--- src/rtl/addsub_arbiter.sv ---
// addsub_arbiter: round-robin arbiter sharing one packed dual-lane 4-bit
// add/sub unit among NREQ requesters, with a tagged response channel.
//
// Ports:
//   clk, rst           clock (rising edge), async active-low reset
//   req_valid/ready    per-requester handshake (ready is one-hot)
//   req_in1/in2/op     packed per-requester operands and opcode
//   au_in1/in2/op      operands to the shared unit, held during WAIT
//   au_start/done/out  unit launch pulse, completion strobe, result
//   resp_*             response: owner id, data, timeout error flag
//   busy               high whenever an operation is in progress
module addsub_arbiter #(
    parameter int NREQ    = 4,
    parameter int IDW     = 2,
    parameter int TIMEOUT = 15
) (
    input  logic              clk,
    input  logic              rst,
    input  logic [NREQ-1:0]   req_valid,
    output logic [NREQ-1:0]   req_ready,
    input  logic [8*NREQ-1:0] req_in1,
    input  logic [8*NREQ-1:0] req_in2,
    input  logic [2*NREQ-1:0] req_op,
    output logic [7:0]        au_in1,
    output logic [7:0]        au_in2,
    output logic [1:0]        au_op,
    output logic              au_start,
    input  logic              au_done,
    input  logic [7:0]        au_out,
    output logic              resp_valid,
    input  logic              resp_ready,
    output logic [IDW-1:0]    resp_id,
    output logic [7:0]        resp_data,
    output logic              resp_err,
    output logic              busy
);

    typedef enum logic [1:0] {
        IDLE,
        GRANT,
        WAIT,
        RESP
    } state_t;

    state_t         state;
    state_t         state_nx;
    logic [IDW-1:0] ptr;
    logic [IDW-1:0] gnt;
    logic [IDW-1:0] win;
    logic           found;
    logic [7:0]     cnt;
    logic [7:0]     sel_in1;
    logic [7:0]     sel_in2;
    logic [1:0]     sel_op;
    logic [7:0]     hold_in1;
    logic [7:0]     hold_in2;
    logic [1:0]     hold_op;
    logic [7:0]     rdata;
    logic           rerr;
    logic           gnt_valid;
    logic           timeout_hit;

    // Winner = lowest requesting index at or above ptr; if none, the
    // lowest requesting index overall (the wrapped part of the search).
    always_comb begin
        found = 1'b0;
        win   = '0;
        for (int i = NREQ - 1; i >= 0; i--) begin
            if (req_valid[i]) begin
                found = 1'b1;
                win   = IDW'(i);
            end
        end
        for (int i = NREQ - 1; i >= 0; i--) begin
            if (req_valid[i] && (IDW'(i) >= ptr)) begin
                win = IDW'(i);
            end
        end
    end

    always_comb begin
        sel_in1 = '0;
        sel_in2 = '0;
        sel_op  = '0;
        for (int i = 0; i < NREQ; i++) begin
            if (win == IDW'(i)) begin
                sel_in1 = req_in1[8*i +: 8];
                sel_in2 = req_in2[8*i +: 8];
                sel_op  = req_op[2*i +: 2];
            end
        end
    end

    always_comb begin
        gnt_valid = 1'b0;
        req_ready = '0;
        for (int i = 0; i < NREQ; i++) begin
            if (gnt == IDW'(i)) begin
                gnt_valid    = req_valid[i];
                req_ready[i] = (state == GRANT);
            end
        end
    end

    // The cycle that would be WAIT cycle number TIMEOUT is the last one.
    assign timeout_hit = (cnt == 8'(TIMEOUT - 1));

    always_comb begin
        state_nx = state;
        unique case (state)
            IDLE:    if (found) state_nx = GRANT;
            GRANT:   state_nx = gnt_valid ? WAIT : IDLE;
            WAIT:    if (au_done || timeout_hit) state_nx = RESP;
            RESP:    if (resp_ready) state_nx = IDLE;
            default: state_nx = IDLE;
        endcase
    end

    // Operands are captured at arbitration time; the requester must hold
    // them until accepted, so they are still current in GRANT.
    always_ff @(posedge clk or negedge rst) begin
        if (!rst) begin
            state    <= IDLE;
            ptr      <= '0;
            gnt      <= '0;
            cnt      <= '0;
            hold_in1 <= '0;
            hold_in2 <= '0;
            hold_op  <= '0;
            rdata    <= '0;
            rerr     <= 1'b0;
        end else begin
            state <= state_nx;
            unique case (state)
                IDLE: begin
                    if (found) begin
                        gnt      <= win;
                        hold_in1 <= sel_in1;
                        hold_in2 <= sel_in2;
                        hold_op  <= sel_op;
                    end
                end
                GRANT: begin
                    cnt <= '0;
                    if (gnt_valid) begin
                        ptr <= (gnt == IDW'(NREQ - 1)) ? '0 : gnt + 1'b1;
                    end
                end
                WAIT: begin
                    cnt <= cnt + 8'd1;
                    if (au_done) begin
                        rdata <= au_out;
                        rerr  <= 1'b0;
                    end else if (timeout_hit) begin
                        rdata <= '0;
                        rerr  <= 1'b1;
                    end
                end
                default: ;
            endcase
        end
    end

    assign au_in1     = hold_in1;
    assign au_in2     = hold_in2;
    assign au_op      = hold_op;
    assign au_start   = (state == GRANT) && gnt_valid;
    assign resp_valid = (state == RESP);
    assign resp_id    = gnt;
    assign resp_data  = rdata;
    assign resp_err   = rerr;
    assign busy       = (state != IDLE);

endmodule
--- config.mk ---
export PLATFORM = sky130hd
export DESIGN_NAME = addsub_arbiter
export DESIGN_NICKNAME = d
export VERILOG_FILES = /design/src/rtl/addsub_arbiter.sv
export SDC_FILE = /design/constraint.sdc
export NUM_CORES = 1
export LEC_CHECK = 0
export CORE_ASPECT_RATIO = 1.75
export CORE_MARGIN = 3
export CORE_UTILIZATION = 45
export DETAILED_ROUTE_END_ITERATION = 7
export HOLD_SLACK_MARGIN = 0.03
export PLACE_DENSITY_LB_ADDON = 0.2
export SYNTH_ARGS = -nofsm -noshare
export SYNTH_HDL_FRONTEND = slang
export SYNTH_SLANG_ARGS = --single-unit
--- constraint.sdc ---
create_clock -name clk -period 3.9 [get_ports clk]
set_input_delay 0.78 -clock clk [delete_from_list [all_inputs] [get_ports clk]]
set_output_delay 0.78 -clock clk [all_outputs]
set_load 0.005 [all_outputs]
* Word-level counts from Yosys, hierarchy flattened
Cells that the tools add are included.
** Word-level totals
- Output and inout bits :: 36
- Register bits after elaboration :: 41
- Word-level logic and storage cells :: 87
- Input port bits :: 88
** Cells by class
- Eq/ne operators :: 13
- $add $sub $neg :: 2
- $lt $le $gt $ge :: 4
- Multiplexer cells :: 43
- Reduce and logical (&&, ||, !) cells :: 16
** Operator list (number)
- $mux 8 :: 10
- $mux 2 :: 17
- $pmux 8 s2 :: 1
- $mux 1 :: 14
- $eq 2x2->1 const B :: 6
- $add 8x1->8 const B :: 1
- $eq 8x4->1 const B :: 1
- $pmux 2 s4 :: 1
- $eq 2x1->1 const B :: 3
- $logic_not 2->1 :: 3
- $reduce_and 2->1 :: 3
- $reduce_bool 2->1 :: 3
- $logic_and 1x1->1 :: 5
- $ge 1x2->1 const A :: 2
- $ge 2x2->1 const A :: 2
- $ne 2x2->1 const B :: 2
- $reduce_and 3->1 :: 1
- $add 2x1->2 const B :: 1
- $ne 2x1->1 const B :: 1
- $logic_or 1x1->1 :: 1

* Logic depth before layout (Yosys ltp)
- Word-level depth :: 13
- Depth in mapped cells :: 8

* Worst setup path after synthesis
Ideal clock, no wire load.
- Path type :: input port to output port
- Start :: input port req_valid[0]
- End :: output port au_start
- Arrival :: 1427 ps
- Data required time :: 3120 ps
- Setup slack :: 1693 ps
- Cell stages on the path :: 3
- Cells stage by stage :: nor2b_1 a221oi_1 o41ai_2
** Between the ends
- Cells in the longest elaborated chain, start to end :: 5
** RTL lines
- start: declaration :: line 19 : input logic [NREQ-1:0] req_valid,
- $mux 1 (4 in a row) :: line 98 : if (gnt == IDW'(i)) begin
- $logic_and 1x1->1 :: line 167 : assign au_start = (state == GRANT) && gnt_valid;
- end: declaration :: line 27 : output logic au_start,
Every way passes these cells.

* Final worst setup path
Same ends and word-level chain as after synthesis.

==> flow_summary.yaml <==
sta:
  setup_viol: 0
  slew_headroom_pct: 37.0
  rsz0062_at_grt: "false"
  drv_slew: 0
  period_minus_slack_ns: 3.41
  tightest_slew_ns: 0.945
  fmax_ghz: 0.294
  skew_ns: 0.00770
  period_share_pct: 87.3
  hold_viol_final: 0
  tns_ns: 0
worst_setup_path:
  crit_path_end_kind: "output port"
  cp.required_ns: 3.12
  worst-setup-path-type: "in -> out"
  cp-start-kind: "input port"
  crit_arrival_ns: 2.63
  worstPathMaxFanout: 5
  cpMaxStageDelayCell: "clkdlybuf4s50_1"
  slowest_delay_ns: 0.58
  critical-path-top-delay-family: "buffers and inverters"
  rr_worst_depth: 6
  crit_buf_inv: 2
  cp_common_cell: "clkdlybuf4s50_1"
  path_cells: "clkdlybuf4s50_1 > nor2b_1 > a221oi_1 > o41ai_2 > clkdlybuf4s50_1"
  crit_cells: 5
global_routing:
  grt_first_pass_wirelength_um: 12400
  grtUsageMet2_pct: 39.6
  antenna_found_initial: 0
  grt-ovfl-total: 0
  top_usage_layer: "met2"
  grt_max_degree: 42
  use_met3_pct: 5.09
  grt_pass1_vias: 2582
  grtUsageMet1_pct: 25.4
  grt_util_all_layers_pct: 22.3
cells_and_area:
  layout_common_cells: "clkdlybuf4s50_1, dfrtp_1, and2_1, mux2i_1, nor2_1"
  final_common_cell: "clkdlybuf4s50_1"
  n_fill_cell: 446
  multi_input_area_sq_um: 1490
  fin_nets: 473
  n_antenna_cell: 0
  final_util_pct: 71.3
  final_layout_size_suffix_gt1_share_pct: 11.7
  syn_to_final_growth_pct: 50.4
  register_area_sq_um: 1030
power:
  irDropWorstVdd_v: 0.000389
  p_per_area_nw_per_um2: 624
  p_leak_nw: 1.71
place:
  place.gp.congestion: 0.899
  io_buffers: 123
  hpwl_um: 5860
floorplan:
  core.rowCount: 36
  start_util_pct: 47.4
  design.core.area_sq_um: 5680
  die-area_sq_um: 6980
  die_h_um: 108
  ios: 124
  die_w_um: 64.4
logic_synthesis:
  yosys-top-cells-area: "dfrtp_1, mux2i_1, a221oi_2, and2_1, a211oi_2"
  ys_types: 48
  yosysTopAreaCell: "dfrtp_1"
  yosys_most_used_dff: "dfrtp_1"
  ys_warn_count: 0
  synth-seq-area-share_pct: 38.1
  synth_nets: 354
  syn_area_per_cell_sq_um: 10.5
  netlist_area_sq_um: 2690
  async_flop_share_pct: 100
  synth_edf_count: 0
  synth-seq-cells: 41
  synth_top_area_share_pct: 38.1
  netlist_instances: 256
detailed_routing:
  wl_per_cell_um: 17.0
  ant_nets: 0
  vias_per_cell: 5.43
  wl_um: 7670
  vias: 2455
  drt_iter0_drc: 185
  drc: 0
  first_pass_iters: 4
clock_network:
  clk_pin_slew_ns: 0.08
  post_cts_resized: 0
  clock_latency_ns: 0.30
  htree_num_levels: 2
  cts_tree: "yes"
  postCtsHoldBufs: 0
  clockBufferDepth: 2
  clock-sinks: 41
  cts-root-buf: "clkbuf_8"
  numCtsBuffers: 5
  post_cts_buffers: 0
min_path:
  holdPathStages: 1
  hp-class: "reg -> reg"
outcome:
  status: "finished, final reports clean"
job:
  cap_violations: 0
==> area by class of cell <==
class / instances / area share [%]
multi-input cells: 185 / 36.8
well taps: 76 / 2.35
clock inverters: 2 / 0.928
flip-flops and latches: 41 / 25.4
repair buffers: 128 / 31.2
clock buffers: 6 / 2.04
inverters: 14 / 1.30
==> cell usage after synthesis (2+ instances only) <==
cell / number
dfrtp_1: 41
and2_1: 23
mux2i_1: 21
nor2_1: 21
nand2_1: 15
inv_1: 13
a221oi_2: 12
a211oi_2: 10
ha_1: 10
a221oi_1: 9
a22o_1: 9
a211oi_1: 8
o21ai_0: 8
clkbuf_1: 6
nand3_1: 5
a21oi_1: 4
buf_6: 4
nor2b_1: 3
and3_1: 2
nor3_1: 2
o21ai_1: 2
or2_1: 2
==> per-layer routing <==
metal  up-vias  part of all wire (%)
li1       1173                     -
met1      1172                    37
met2        94                    53
met3        16                   6.8
met4         0                   2.6
met5         -                     0
==> final timing paths <==
kind | start | endpoint | slack (ns)
setup / recovery | req_valid[0] | au_start | 0.49
hold / removal | resp_data[6]$_DFFE_PN0P_ | resp_data[6]$_DFFE_PN0P_ | 0.51
setup reg to reg | ptr[0]$_DFFE_PN0P_ | au_in1[5]$_DFFE_PN0P_ | 1.64
hold reg to reg | resp_data[6]$_DFFE_PN0P_ | resp_data[6]$_DFFE_PN0P_ | 0.51
max in group asynchronous | rst | resp_data[5]$_DFFE_PN0P_ | 2.69
min in group asynchronous | rst | au_in2[1]$_DFFE_PN0P_ | 0.62
==> where the power goes <==
group	internal, mW	total, mW	leakage [nW]	switching (mW)
Sequential	0.601	0.712	0.495	0.111
Combinational	0.755	1.45	1.16	0.693
Clock	0.208	0.366	0.0574	0.158
==> through the flow <==
stage	std cells	power [mW]	setup slack, ns	instance area [sq um]	hold slack [ns]
2_1_floorplan	256	1.61	1.69	2690	0.472
3_3_place_gp	444	2.15	0.517	3930	0.489
3_5_place_dp	444	2.18	0.487	3930	0.492
4_1_cts	452	2.55	0.485	4050	0.514
5_1_grt	452	2.70	0.387	4050	0.526
6_report	452	2.53	0.495	4050	0.509
==> flip-flops by register name (all words and copies together), names as in the netlist, named ones only <==
register   cells
au_in2         8
resp_data      8
resp_err       1
au_op          2
state          1
au_in1         8
cnt            8
ptr            2
resp_id        2
==> logic make-up (layout without fill, tap and decap cells) <==
kind of cell | after synthesis | count (layout) | synth area share [%]
AO/OA/AOI/OAI | 71 | 71 | 25.4
adder cells (fa/ha/maj) | 10 | 10 | 4.65
buffers and inverters | 30 | 150 | 6.65
flip-flops | 41 | 41 | 38.1
multiplexers | 22 | 22 | 8.23
AND/OR/NAND/NOR | 82 | 82 | 16.9
(Power assumes the default switching activity.)
